--- config.mk ---
export PLATFORM = sky130hd
export DESIGN_NAME = trng_link_arbiter_flat
export DESIGN_NICKNAME = d
export VERILOG_FILES = /design/src/rtl/trng_link_pkg.sv /design/src/rtl/trng_link_arbiter_if.sv /design/src/rtl/trng_rr_picker.sv /design/src/rtl/trng_link_arbiter.sv /design/src/flat_wrapper.sv
export SDC_FILE = /design/constraint.sdc
export NUM_CORES = 1
export LEC_CHECK = 0
export BUFFER_PORTS_ARGS = -buffer_cell sky130_fd_sc_hd__buf_2
export CAP_MARGIN = 20
export CORE_UTILIZATION = 53
export CTS_BUF_LIST = sky130_fd_sc_hd__clkbuf_16
export DETAILED_ROUTE_END_ITERATION = 8
export PLACE_DENSITY = 0.81
export SYNTH_ARGS = -nofsm -noshare
export SYNTH_HDL_FRONTEND = slang
export SYNTH_HIERARCHICAL = 1
export SYNTH_SLANG_ARGS = --single-unit
--- constraint.sdc ---
create_clock -name i_clk -period 4.4 [get_ports i_clk]
set_clock_uncertainty 0.1 [all_clocks]
set_input_delay 0.66 -clock i_clk [delete_from_list [all_inputs] [get_ports i_clk]]
set_output_delay 0.66 -clock i_clk [all_outputs]
set_load 0.01 [all_outputs]
--- src/rtl/trng_link_pkg.sv ---
// Shared definitions for producers of the packet_com serial link.
// Holds the arbiter state encoding, the link's largest packet size and a size check.
// No ports, no timing of its own.
package trng_link_pkg;

  localparam int MAX_PACKET_SIZE = 127;

  typedef enum logic [1:0] {
    IDLE,
    START,
    XFER,
    DRAIN
  } arb_state_t;

  // A zero-size packet is never worth granting the link for.
  function automatic logic size_ok(input logic [6:0] size);
    return (size != 7'd0) && (int'(size) <= MAX_PACKET_SIZE);
  endfunction

endpackage

--- src/rtl/trng_link_arbiter_if.sv ---
// Bundle of producer-side and link-side signals of trng_link_arbiter.
// master: producers + packet_com (drive i_*); slave: the arbiter (drives o_*).
// No logic, zero latency; o_ready is the producers' byte backpressure.
interface trng_link_arbiter_if #(
  parameter int N_REQ = 3
);
  logic [N_REQ-1:0]   i_req;
  logic [7*N_REQ-1:0] i_size;
  logic [8*N_REQ-1:0] i_dat;
  logic [N_REQ-1:0]   i_write;
  logic [N_REQ-1:0]   o_grant;
  logic [N_REQ-1:0]   o_ready;
  logic [N_REQ-1:0]   o_done;
  logic [N_REQ-1:0]   o_timeout;
  logic               o_start_packet;
  logic [6:0]         o_packet_size;
  logic [7:0]         o_link_dat;
  logic               o_link_write;
  logic               i_link_ready;
  logic               i_packet_ongoing;

  modport master (
    output i_req, i_size, i_dat, i_write, i_link_ready, i_packet_ongoing,
    input  o_grant, o_ready, o_done, o_timeout,
    input  o_start_packet, o_packet_size, o_link_dat, o_link_write
  );

  modport slave (
    input  i_req, i_size, i_dat, i_write, i_link_ready, i_packet_ongoing,
    output o_grant, o_ready, o_done, o_timeout,
    output o_start_packet, o_packet_size, o_link_dat, o_link_write
  );

endinterface

--- src/rtl/trng_rr_picker.sv ---
// Round-robin pick: first eligible index after last_grant, wrapping at N_REQ.
// Purely combinational, zero latency; no backpressure.
// Ports: eligible mask, last_grant index in; one-hot grant and valid out.
module trng_rr_picker #(
  parameter int N_REQ = 3
) (
  input  logic [N_REQ-1:0] eligible,
  input  logic [2:0]       last_grant,
  output logic [N_REQ-1:0] grant,
  output logic             valid
);

  always_comb begin
    int idx;
    idx   = 0;
    grant = '0;
    valid = 1'b0;
    // Walk last_grant+1 .. last_grant+N_REQ so the previous owner comes last.
    for (int i = 1; i <= N_REQ; i++) begin
      idx = int'(last_grant) + i;
      if (idx >= N_REQ) idx = idx - N_REQ;
      for (int k = 0; k < N_REQ; k++) begin
        if (k == idx && !valid && eligible[k]) begin
          grant[k] = 1'b1;
          valid    = 1'b1;
        end
      end
    end
  end

endmodule

--- src/rtl/trng_link_arbiter.sv ---
// Round-robin owner of the packet_com link: one packet per grant, bytes forwarded one at a time.
// Latency: grant 1 cycle after request, start 1 cycle later; each byte >= 2 cycles (accept, forward).
// Backpressure: o_ready is registered-state only, low while the hold byte waits for i_link_ready.
// Ports: i_clk, i_reset (async, active high), bus (trng_link_arbiter_if.slave).
// Build option TRNG_ARB_TIMEOUT_EN: a stalled owner is aborted after TIMEOUT_CYCLES and its
// remaining bytes are sent as 0x00, flagged by o_timeout.
module trng_link_arbiter
  import trng_link_pkg::*;
#(
  parameter int N_REQ          = 3,
  parameter int TIMEOUT_CYCLES = 4096
) (
  input  logic               i_clk,
  input  logic               i_reset,
  trng_link_arbiter_if.slave bus
);

  arb_state_t       state;
  logic [N_REQ-1:0] grant_q;
  logic [N_REQ-1:0] done_q;
  logic [N_REQ-1:0] eligible;
  logic [N_REQ-1:0] pick_grant;
  logic [N_REQ-1:0] ready;
  logic             pick_valid;
  logic [6:0]       remaining;
  logic [6:0]       packet_size_q;
  logic [6:0]       win_size;
  logic [7:0]       hold;
  logic [7:0]       link_dat_q;
  logic [7:0]       acc_dat;
  logic             hold_valid;
  logic             start_q;
  logic             link_write_q;
  logic             accept;
  logic             timed_out;
  logic [2:0]       last_grant;
  logic [2:0]       owner_idx;

  always_comb begin
    eligible = '0;
    for (int k = 0; k < N_REQ; k++) begin
      eligible[k] = bus.i_req[k] & size_ok(bus.i_size[k*7 +: 7]);
    end
  end

  trng_rr_picker #(.N_REQ(N_REQ)) u_picker (
    .eligible   (eligible),
    .last_grant (last_grant),
    .grant      (pick_grant),
    .valid      (pick_valid)
  );

  always_comb begin
    win_size  = '0;
    acc_dat   = '0;
    owner_idx = '0;
    for (int k = 0; k < N_REQ; k++) begin
      if (pick_grant[k]) win_size = bus.i_size[k*7 +: 7];
      if (grant_q[k]) begin
        acc_dat   = bus.i_dat[k*8 +: 8];
        owner_idx = 3'(k);
      end
    end
  end

  // Single-entry hold: accept only when both the hold and the link strobe are empty.
  assign ready  = (state == XFER && !hold_valid && !link_write_q &&
                   remaining != 7'd0 && !timed_out) ? grant_q : '0;
  assign accept = |(bus.i_write & ready);

  always_ff @(posedge i_clk or posedge i_reset) begin
    if (i_reset) begin
      state         <= IDLE;
      grant_q       <= '0;
      done_q        <= '0;
      remaining     <= '0;
      packet_size_q <= '0;
      hold          <= '0;
      hold_valid    <= 1'b0;
      link_dat_q    <= '0;
      link_write_q  <= 1'b0;
      start_q       <= 1'b0;
      last_grant    <= 3'(N_REQ - 1);
    end else begin
      start_q      <= 1'b0;
      link_write_q <= 1'b0;
      done_q       <= '0;
      case (state)
        IDLE: begin
          if (pick_valid) begin
            grant_q       <= pick_grant;
            remaining     <= win_size;
            packet_size_q <= win_size;
            state         <= START;
          end
        end
        START: begin
          start_q <= 1'b1;
          state   <= XFER;
        end
        XFER: begin
          if (hold_valid && bus.i_link_ready && !link_write_q) begin
            link_write_q <= 1'b1;
            link_dat_q   <= hold;
            hold_valid   <= 1'b0;
          end
          if (accept) begin
            hold       <= acc_dat;
            hold_valid <= 1'b1;
            remaining  <= remaining - 7'd1;
          end else if (timed_out && !hold_valid && !link_write_q && remaining != 7'd0) begin
            // Aborted packet: fill the frame with zeros through the normal path.
            hold       <= '0;
            hold_valid <= 1'b1;
            remaining  <= remaining - 7'd1;
          end
          if (remaining == 7'd0 && !hold_valid && !link_write_q) state <= DRAIN;
        end
        DRAIN: begin
          if (!bus.i_packet_ongoing) begin
            done_q     <= grant_q;
            grant_q    <= '0;
            last_grant <= owner_idx;
            state      <= IDLE;
          end
        end
        default: state <= IDLE;
      endcase
    end
  end

`ifdef TRNG_ARB_TIMEOUT_EN
  localparam int STALL_W = $clog2(TIMEOUT_CYCLES + 1);
  logic [STALL_W-1:0] stall_cnt;
  logic [N_REQ-1:0]   timeout_q;

  always_ff @(posedge i_clk or posedge i_reset) begin
    if (i_reset) begin
      stall_cnt <= '0;
      timed_out <= 1'b0;
      timeout_q <= '0;
    end else begin
      timeout_q <= '0;
      if (state == DRAIN && !bus.i_packet_ongoing) begin
        timeout_q <= timed_out ? grant_q : '0;
        timed_out <= 1'b0;
        stall_cnt <= '0;
      end else if (state == XFER && !timed_out) begin
        if (accept) begin
          stall_cnt <= '0;
        end else if (|ready) begin
          if (stall_cnt == STALL_W'(TIMEOUT_CYCLES - 1)) timed_out <= 1'b1;
          stall_cnt <= stall_cnt + 1'b1;
        end
      end
    end
  end

  assign bus.o_timeout = timeout_q;
`else
  logic [31:0] unused_timeout_cfg;
  assign unused_timeout_cfg = 32'(TIMEOUT_CYCLES);
  assign timed_out          = 1'b0;
  assign bus.o_timeout      = '0;
`endif

  assign bus.o_grant        = grant_q;
  assign bus.o_ready        = ready;
  assign bus.o_done         = done_q;
  assign bus.o_start_packet = start_q;
  assign bus.o_packet_size  = packet_size_q;
  assign bus.o_link_dat     = link_dat_q;
  assign bus.o_link_write   = link_write_q;

endmodule

--- src/flat_wrapper.sv ---
// flat-port wrapper written by rule: the top's interface ports become plain ports
module trng_link_arbiter_flat import trng_link_pkg::*;
#(
  parameter int N_REQ          = 3,
  parameter int TIMEOUT_CYCLES = 4096
)
  (i_clk, i_reset, bus_i_req, bus_i_size, bus_i_dat, bus_i_write, bus_i_link_ready, bus_i_packet_ongoing, bus_o_grant, bus_o_ready, bus_o_done, bus_o_timeout, bus_o_start_packet, bus_o_packet_size, bus_o_link_dat, bus_o_link_write);
  trng_link_arbiter_if #(.N_REQ(N_REQ)) bus_i ();
  input  logic i_clk;
  input  logic i_reset;
  input wire logic [$bits(bus_i.i_req)-1:0] bus_i_req;
  input wire logic [$bits(bus_i.i_size)-1:0] bus_i_size;
  input wire logic [$bits(bus_i.i_dat)-1:0] bus_i_dat;
  input wire logic [$bits(bus_i.i_write)-1:0] bus_i_write;
  input wire logic [$bits(bus_i.i_link_ready)-1:0] bus_i_link_ready;
  input wire logic [$bits(bus_i.i_packet_ongoing)-1:0] bus_i_packet_ongoing;
  output wire logic [$bits(bus_i.o_grant)-1:0] bus_o_grant;
  output wire logic [$bits(bus_i.o_ready)-1:0] bus_o_ready;
  output wire logic [$bits(bus_i.o_done)-1:0] bus_o_done;
  output wire logic [$bits(bus_i.o_timeout)-1:0] bus_o_timeout;
  output wire logic [$bits(bus_i.o_start_packet)-1:0] bus_o_start_packet;
  output wire logic [$bits(bus_i.o_packet_size)-1:0] bus_o_packet_size;
  output wire logic [$bits(bus_i.o_link_dat)-1:0] bus_o_link_dat;
  output wire logic [$bits(bus_i.o_link_write)-1:0] bus_o_link_write;
  assign bus_i.i_req = bus_i_req;
  assign bus_i.i_size = bus_i_size;
  assign bus_i.i_dat = bus_i_dat;
  assign bus_i.i_write = bus_i_write;
  assign bus_i.i_link_ready = bus_i_link_ready;
  assign bus_i.i_packet_ongoing = bus_i_packet_ongoing;
  assign bus_o_grant = bus_i.o_grant;
  assign bus_o_ready = bus_i.o_ready;
  assign bus_o_done = bus_i.o_done;
  assign bus_o_timeout = bus_i.o_timeout;
  assign bus_o_start_packet = bus_i.o_start_packet;
  assign bus_o_packet_size = bus_i.o_packet_size;
  assign bus_o_link_dat = bus_i.o_link_dat;
  assign bus_o_link_write = bus_i.o_link_write;
  trng_link_arbiter #(.N_REQ(N_REQ), .TIMEOUT_CYCLES(TIMEOUT_CYCLES)) u_core (.i_clk(i_clk), .i_reset(i_reset), .bus(bus_i));
endmodule
==> run_results.csv, run 1 <==
group,metric,value,unit
synth,synth_edf_count,0,
cells_and_area,final_common_cell,"buf_2",
sta,drv_slew,0,
grt,met2_usage,44.1,%
synth,ys_seq_area_share,36.6,%
route,vias,2833,
cells_and_area,fill_cells,453,
place,io_buffer_count,80,
clock_tree,cts_made_buffers,5,
pwr,p_leak,1.73,nW
sta,hold_viol,0,
floorplanning,die_width,76.6,µm
pwr,intPower,1.37,mW
sta,setup_tns,0,ns
sta,fmax,268,MHz
clock_tree,h-tree-depth,2,
route,drcViolationCount,0,
clock_tree,clk_pin_slew,0.06,ns
cells_and_area,finalInstanceArea,3540,µm²
floorplanning,die_h,76.6,µm
floorplanning,start_util,56.3,%
route,dr.pass1.iters,5,
clock_tree,root_buffer,"clkbuf_16",
worst_setup_path,start_kind,"flip-flop",
flow_run,max-cap-violations,0,
pwr,p_sw_share,45.8,%
synth,synth_flop_cell,"dfrtp_1",
pwr,p_per_area,712,nW/µm²
worst_setup_path,worstPathRequired,4.47,ns
grt,grt_pass1_vias,2697,
run_status,status,"completed",
place,gp_routability_congestion,1.01,
floorplanning,rows,26,
sta,rsz0062_at_grt,"no",
worst_setup_path,path_max_fanout,12,
worst_setup_path,path_class,"flip-flop to flip-flop",
synth,ys_ff_latch,43,
min_path,min-delay-start,"u_core/bus.o_link_dat[6]",
floorplanning,core,5240,µm²
clock_tree,cts_tree,"done",
place,place_area,3390,µm²
clock_tree,clkLatencyLatePin,0.29,ns
worst_setup_path,end_kind,"flip-flop",
grt,grt_pass1_wl,12300,µm
grt,grt_busiest_layer,"met2",
worst_setup_path,cp.arrival,3.81,ns
cells_and_area,syn_to_final_growth,20.3,%
sta,timing.slew.headroom,52.5,%
cells_and_area,n_antenna_cell,0,
synth,ys_warn_count,6,
route,drtIter0Drc,285,
sta,finalCritPeriodShare,84.8,%
worst_setup_path,startpoint,"u_core/last_grant[1]",
grt,grt_usage,26.0,%
cells_and_area,final_cell_mix,"80 x buf_2, 59 x nand2_1, 42 x dfrtp_1, 19 x o21ai_0, 16 x ha_1",
grt,met3_usage,3.71,%
route,ant_nets,0,
synth,syn_area_per_cell,8.96,µm²
route,via_per_inst,5.91,
grt,grt_max_degree,44,
synth,synthCells,329,
grt,antenna_found_initial,0,
grt,grt-ovfl-total,0,
place,hpwl,5580,µm
sta,setup_viol,0,
pwr,clockPowerShare,14.6,%
pwr,seq_power_share,27.0,%
sta,period_minus_slack,3.73,ns
pwr,combPwrFrac,58.4,%
sta,worst_slew_pin_slew,0.707,ns
clock_tree,cts_buffer_depth,2,
synth,yosysUniqueCellTypes,62,
clock_tree,cts_hold_buf,0,
pwr,vdd_drop_max,399,µV
route,routed_wl,7310,µm
cells_and_area,num-nets-final,479,
synth,async_reset_ff_share,100,%
floorplanning,io_pins,84,
clock_tree,post_cts_buffers,0,
cells_and_area,layout-drive-gt1-share,27.1,%
synth,syn-cell-area,2950,µm²
worst_setup_path,r2r-start,"u_core/last_grant[1]",
floorplanning,design.die.area,5860,µm²
route,wl_per_cell,15.3,µm
grt,use_met1,33.7,%
clock_tree,ctsResizeCount,0,
min_path,min_path_type,"flip-flop to flip-flop",
pwr,p_switching,1.16,mW
clock_tree,clock_sinks,43,
[worst max-delay path: stages (launching register included)]
cell      delay (ns)
dfstp_2         0.58
inv_1           0.14
ha_1            0.44
or4b_1          0.53
mux2i_1         0.14
a31o_1          0.19
nor2_1          0.06
nand3_1         0.14
nand2b_1        0.21
o21ai_0         0.25
or4b_1          0.57
a32o_1          0.27
[power by group through the flow]
stage               registers (mW)  logic (mW)  clock network (mW)
detailed placement           0.686        1.44                   0
global placement             0.678        1.41                   0
CTS                          0.680        1.45               0.371
global route                 0.707        1.63               0.389
floorplan                    0.685        1.08                   0
finish                       0.681        1.47               0.368
[cell usage after synthesis, drive strengths merged (3+ instances only)]
| cell | n | share of area (%) |
|---|---|---|
| a21boi | 3 | 0.76 |
| a21o | 3 | 0.76 |
| a21oi | 10 | 1.7 |
| a221oi | 7 | 2.1 |
| a22oi | 8 | 2.0 |
| a31oi | 3 | 0.85 |
| a32o | 3 | 1.0 |
| and2 | 3 | 0.64 |
| and3 | 5 | 1.1 |
| buf | 9 | 1.9 |
| clkbuf | 9 | 1.1 |
| dfrtp | 42 | 36 |
| ha | 16 | 6.8 |
| inv | 13 | 1.7 |
| mux2 | 15 | 5.7 |
| nand2 | 59 | 7.5 |
| nand3 | 8 | 1.4 |
| nand3b | 4 | 1.0 |
| nand4b | 3 | 0.89 |
| nor2 | 8 | 1.0 |
| nor2b | 10 | 2.1 |
| nor3 | 7 | 1.2 |
| nor4 | 6 | 1.3 |
| o21a | 3 | 0.76 |
| o21ai | 20 | 3.4 |
| o31ai | 8 | 2.0 |
| or4b | 3 | 1.0 |
| xnor2 | 3 | 1.5 |
[registers in the layout (all words and copies together), names as in the netlist]
register and flops:
u_core/state 2, u_core/bus.o_packet_size 7, u_core/hold 8, u_core/bus.o_link_dat 8, u_core/bus.o_start_packet 1, u_core/last_grant 2
u_core/bus.o_link_write 1, u_core/bus.o_grant 3, u_core/hold_valid 1, u_core/remaining 7, u_core/bus.o_done 3
[metrics by stage]
stage / power [mW] / util [%] / cells / hold slack [ns] / setup WS, ns
final: 2.52 / 67.7 / 479 / 0.370 / 0.667
after global routing: 2.72 / 67.7 / 479 / 0.392 / 0.438
after CTS: 2.50 / 67.7 / 479 / 0.373 / 0.684
after detailed placement: 2.13 / 64.8 / 471 / 0.360 / 0.592
after global placement: 2.08 / 64.8 / 471 / 0.342 / 0.700
after floorplan: 1.76 / - / 336 / 0.335 / 1.17
[final timing paths]
path,cells past startpoint,slack (ns),end
min in group asynchronous,3,0.40,u_core/bus.o_link_write
min reg2reg,2,0.37,u_core/bus.o_link_dat[6]
max,11,0.67,u_core/remaining[3]
max in group asynchronous,3,3.42,u_core/last_grant[1]
max reg2reg,11,0.67,u_core/remaining[3]
min,2,0.37,u_core/bus.o_link_dat[6]
[routing by layer]
layer | part of all wire [%] | vias up | wire length, µm
li1 | - | 1365 | -
met1 | 43 | 1359 | 3160
met2 | 50 | 89 | 3690
met3 | 4.1 | 20 | 296
met4 | 2.3 | 0 | 165
met5 | 0 | - | 0
[logic make-up after synthesis]
| logic type | share of synthesized area [%] |
|---|---|
| multiplexers | 6.07 |
| buffers and inverters | 4.80 |
| AO/OA/AOI/OAI | 20.9 |
| adder cells (fa/ha/maj) | 6.79 |
| AND/OR/NAND/NOR | 23.2 |
| flip-flops | 36.6 |
| other | 0.127 |
| XOR/XNOR | 1.53 |
[area by class of cell]
class | count | area (µm²) | share of cell area (%)
Timing Repair Buffer | 83 | 423 | 11.9
Inverter | 14 | 52.6 | 1.48
Clock buffer | 5 | 125 | 3.53
Multi-Input combinational cell | 261 | 1750 | 49.5
Clock inverter | 3 | 23.8 | 0.671
Tap cell | 70 | 87.6 | 2.47
Sequential cell | 43 | 1080 | 30.4
Note: power is estimated with default switching activity, not from simulation.
==> inputs of run 2 (changes only) <==
- ABC_AREA: not set -> 1
- CORE_UTILIZATION: 53 -> 47
- PLACE_DENSITY: 0.81 -> 0.76
- clock period: 4.4 -> 3.2 ns (I/O delays scaled with it)
==> run 2 against run 1 <==
- via count increased by 3.2%
- register-to-register slack got worse by 0.52 ns
- cell count grew 16%
- design area is 5.6% higher
- first-iteration DRC count shrank 38%
- setup slack worse by 0.52 ns
- sequential power is 20% lower
- highest routed layer unchanged
==> run_results.csv, run 2 <==
group,metric,value,unit
synth,ys_warn_count,6,
floorplanning,rows,28,
floorplanning,design.die.area,6550,µm²
route,drcViolationCount,0,
sta,timing.slew.headroom,47.1,%
cells_and_area,layout-drive-gt1-share,30.0,%
grt,grt_usage,23.3,%
clock_tree,cts_buffer_depth,2,
synth,synth_edf_count,0,
synth,yosysMostFrequentCell,"nand2_1",
synth,synth_top_area_share,35.9,%
worst_setup_path,crit_end,"u_core/remaining[0]",
worst_setup_path,cpPeakStageDelay,0.54,ns
synth,syn-cell-area,2930,µm²
place,hpwl,5600,µm
clock_tree,root_buffer,"clkbuf_16",
cells_and_area,multi_input_area,1730,µm²
synth,synth_flop_cell,"dfrtp_1",
grt,grt-ovfl-total,0,
pwr,p_leak,2.01,nW
floorplanning,die_width,80.9,µm
synth,synthTopCellsByCount,"93 x nand2_1, 44 x inv_1, 42 x dfrtp_1, 31 x o21ai_0, 27 x nand3_1",
grt,antenna_found_initial,0,
route,dr.pass1.iters,4,
worst_setup_path,worstPathRequired,3.32,ns
worst_setup_path,end_kind,"flip-flop",
place,io_buffer_count,80,
worst_setup_path,path_max_fanout,7,
sta,setup_tns,0,ns
synth,syn_area_per_cell,7.54,µm²
grt,grt_max_degree,23,
cells_and_area,syn_to_final_growth,27.9,%
sta,rsz0062_at_grt,"yes",
clock_tree,h-tree-depth,2,
synth,async_reset_ff_share,100,%
worst_setup_path,r2r-start,"u_core/last_grant[1]",
run_status,status,"completed",
clock_tree,clk_pin_slew,0.06,ns
route,via_per_inst,5.24,
grt,grt_pass1_vias,2659,
route,drtIter0Drc,176,
worst_setup_path,critPathSlowestCell,"dfstp_2",
route,routed_wl,7450,µm
cells_and_area,fill_cells,542,
synth,ys_top_cells_by_area,"dfrtp_1 36%, nand2_1 12%, ha_1 6.8%, inv_1 5.6%, o21ai_0 5.3%",
route,ant_nets,0,
synth,ys_seq_area_share,36.8,%
cells_and_area,n_antenna_cell,0,
cells_and_area,seqCellArea,1080,µm²
floorplanning,die_h,80.9,µm
clock_tree,clkLatencyLatePin,0.28,ns
min_path,min_path_type,"primary input to asynchronous set/reset pin",
worst_setup_path,path_class,"flip-flop to flip-flop",
worst_setup_path,rr_worst_depth,21,
sta,hold_viol,0,
sta,setup_viol,0,
worst_setup_path,r2r-end,"u_core/remaining[0]",
cells_and_area,finalCoreUtilization,62.9,%
pwr,vdd_drop_max,203,µV
floorplanning,core,5960,µm²
synth,yosysUniqueCellTypes,39,
route,wl_per_cell,13.4,µm
cells_and_area,num-nets-final,553,
sta,worst_slew_pin_slew,0.788,ns
sta,finalCritPeriodShare,95.4,%
clock_tree,cts_made_buffers,5,
synth,synthCells,388,
route,vias,2924,
floorplanning,start_util,49.1,%
synth,yosys.area.top_type,"dfrtp_1",
worst_setup_path,crit_chain,"inv_2, ha_4, inv_1, nor2_2, o21ai_2, nor3_2, nor2_1, nand3_2, nand2_2, nor2_4, nand4_4, nor2_4, nand2_2, nand3_4, buf_6, a21oi_1, nand2_1, o21ai_2, o21ai_1, nand3_1, nand2_1",
sta,drv_slew,0,
place,gp_routability_congestion,0.903,
pwr,p_per_area,345,nW/µm²
worst_setup_path,cp.depth,21,
clock_tree,clock_sinks,43,
flow_run,max-cap-violations,0,
worst_setup_path,regToRegSetupSlack,0.15,ns
floorplanning,io_pins,84,
sta,period_minus_slack,3.05,ns
sta,fmax,327,MHz
synth,ys_ff_latch,43,
worst_setup_path,path_buf_inv,3,
worst_setup_path,cp.arrival,3.17,ns
worst_setup_path,start_kind,"flip-flop",
grt,grt_pass1_wl,11900,µm
clock_tree,cts_tree,"done",
cells_and_area,final_common_cell,"nand2_1",
worst_setup_path,startpoint,"u_core/last_grant[1]",
clock_tree,cts_hold_buf,0,
cells_and_area,final_cell_mix,"91 x nand2_1, 80 x buf_2, 42 x inv_1, 41 x dfrtp_1, 25 x o21ai_0",
worst_setup_path,crit_family,"simple AND/OR/NAND/NOR gates",
[run 2: cell types whose count changed after synthesis, moves of 10 or more]
| cell | previous run | this run |
|---|---|---|
| a21oi_1 | 10 | 22 |
| inv_1 | 13 | 44 |
| mux2_2 | 15 | 0 |
| nand2_1 | 59 | 93 |
| nand3_1 | 8 | 27 |
| nor2_1 | 8 | 23 |
| nor2b_1 | 10 | 0 |
| o21ai_0 | 19 | 31 |
[run 2: through the flow]
| step | power (mW) | std cells | setup slack [ns] | hold WS [ns] | area, µm² |
|---|---|---|---|---|---|
| floorplan | 0.646 | 396 | 0.138 | 0.342 | 2960 |
| global placement | 0.703 | 547 | 0.113 | 0.357 | 3450 |
| detailed placement | 0.706 | 547 | 0.0115 | 0.368 | 3450 |
| CTS | 1.28 | 555 | 0.0474 | 0.165 | 3620 |
| global route | 1.35 | 558 | -0.129 | 0.193 | 3740 |
| finish | 1.29 | 558 | 0.146 | 0.139 | 3740 |
[run 2: report_power, final]
part | internal [mW] | leakage, nW | switching (mW)
sequential | 0.545 | 0.517 | 0.000729
clock | 0.368 | 0.0838 | 0.203
combinational | 0.0719 | 1.41 | 0.102
[run 2: worst min-delay path by stage]
stage / endpoint / slack [ns] / depth (start not counted)
6_report: u_core/bus.o_link_dat[1] / 0.14 / 2
5_1_grt: u_core/bus.o_link_dat[1] / 0.19 / 2
4_1_cts: u_core/hold[1] / 0.17 / 2
3_5_place_dp: u_core/bus.o_link_dat[5] / 0.37 / 2
3_3_place_gp: u_core/remaining[0] / 0.36 / 2
2_1_floorplan: u_core/remaining[0] / 0.34 / 2
[run 2: what timing repair did]
item	4_1_cts	5_1_grt
endpoints found under the setup margin	1	19
resized for setup	1	29
pin swaps	0	7
setup buffers	0	3
[run 2: area by class of cell]
cell class | instances | share of cell area, %
Sequential cell | 43 | 28.8
Inverter | 47 | 4.71
Timing Repair Buffer | 92 | 13.3
Tap cell | 75 | 2.51
Multi-Input combinational cell | 293 | 46.2
Clock buffer | 5 | 3.34
Clock inverter | 3 | 1.17
[run 2: worst register-to-register path, stage by stage (launching register included)]
cell and delay (ns):
dfstp_2 0.54, inv_2 0.08, ha_4 0.29, inv_1 0.06, nor2_2 0.11, o21ai_2 0.07, nor3_2 0.20, nor2_1 0.08
nand3_2 0.08, nand2_2 0.06, nor2_4 0.16, nand4_4 0.14, nor2_4 0.16, nand2_2 0.09, nand3_4 0.09, buf_6 0.13
a21oi_1 0.06, nand2_1 0.09, o21ai_2 0.08, o21ai_1 0.14, nand3_1 0.09, nand2_1 0.08
[run 2: cell families after synthesis]
kind of cell / after synthesis / share of synthesized area, %
buffers and inverters: 60 / 8.51
multiplexers: 1 / 0.342
AND/OR/NAND/NOR: 180 / 30.2
other: 1 / 0.128
AO/OA/AOI/OAI: 86 / 16.8
flip-flops: 43 / 36.8
XOR/XNOR: 1 / 0.299
adder cells (fa/ha/maj): 16 / 6.84
[run 2: per-layer routing]
layer / up-vias / track usage, % / share of wire (%)
li1: 1471 / - / -
met1: 1371 / 29.6 / 42
met2: 61 / 39.7 / 52
met3: 21 / 3.93 / 2.8
met4: 0 / 8.39 / 2.5
met5: - / 0 / 0
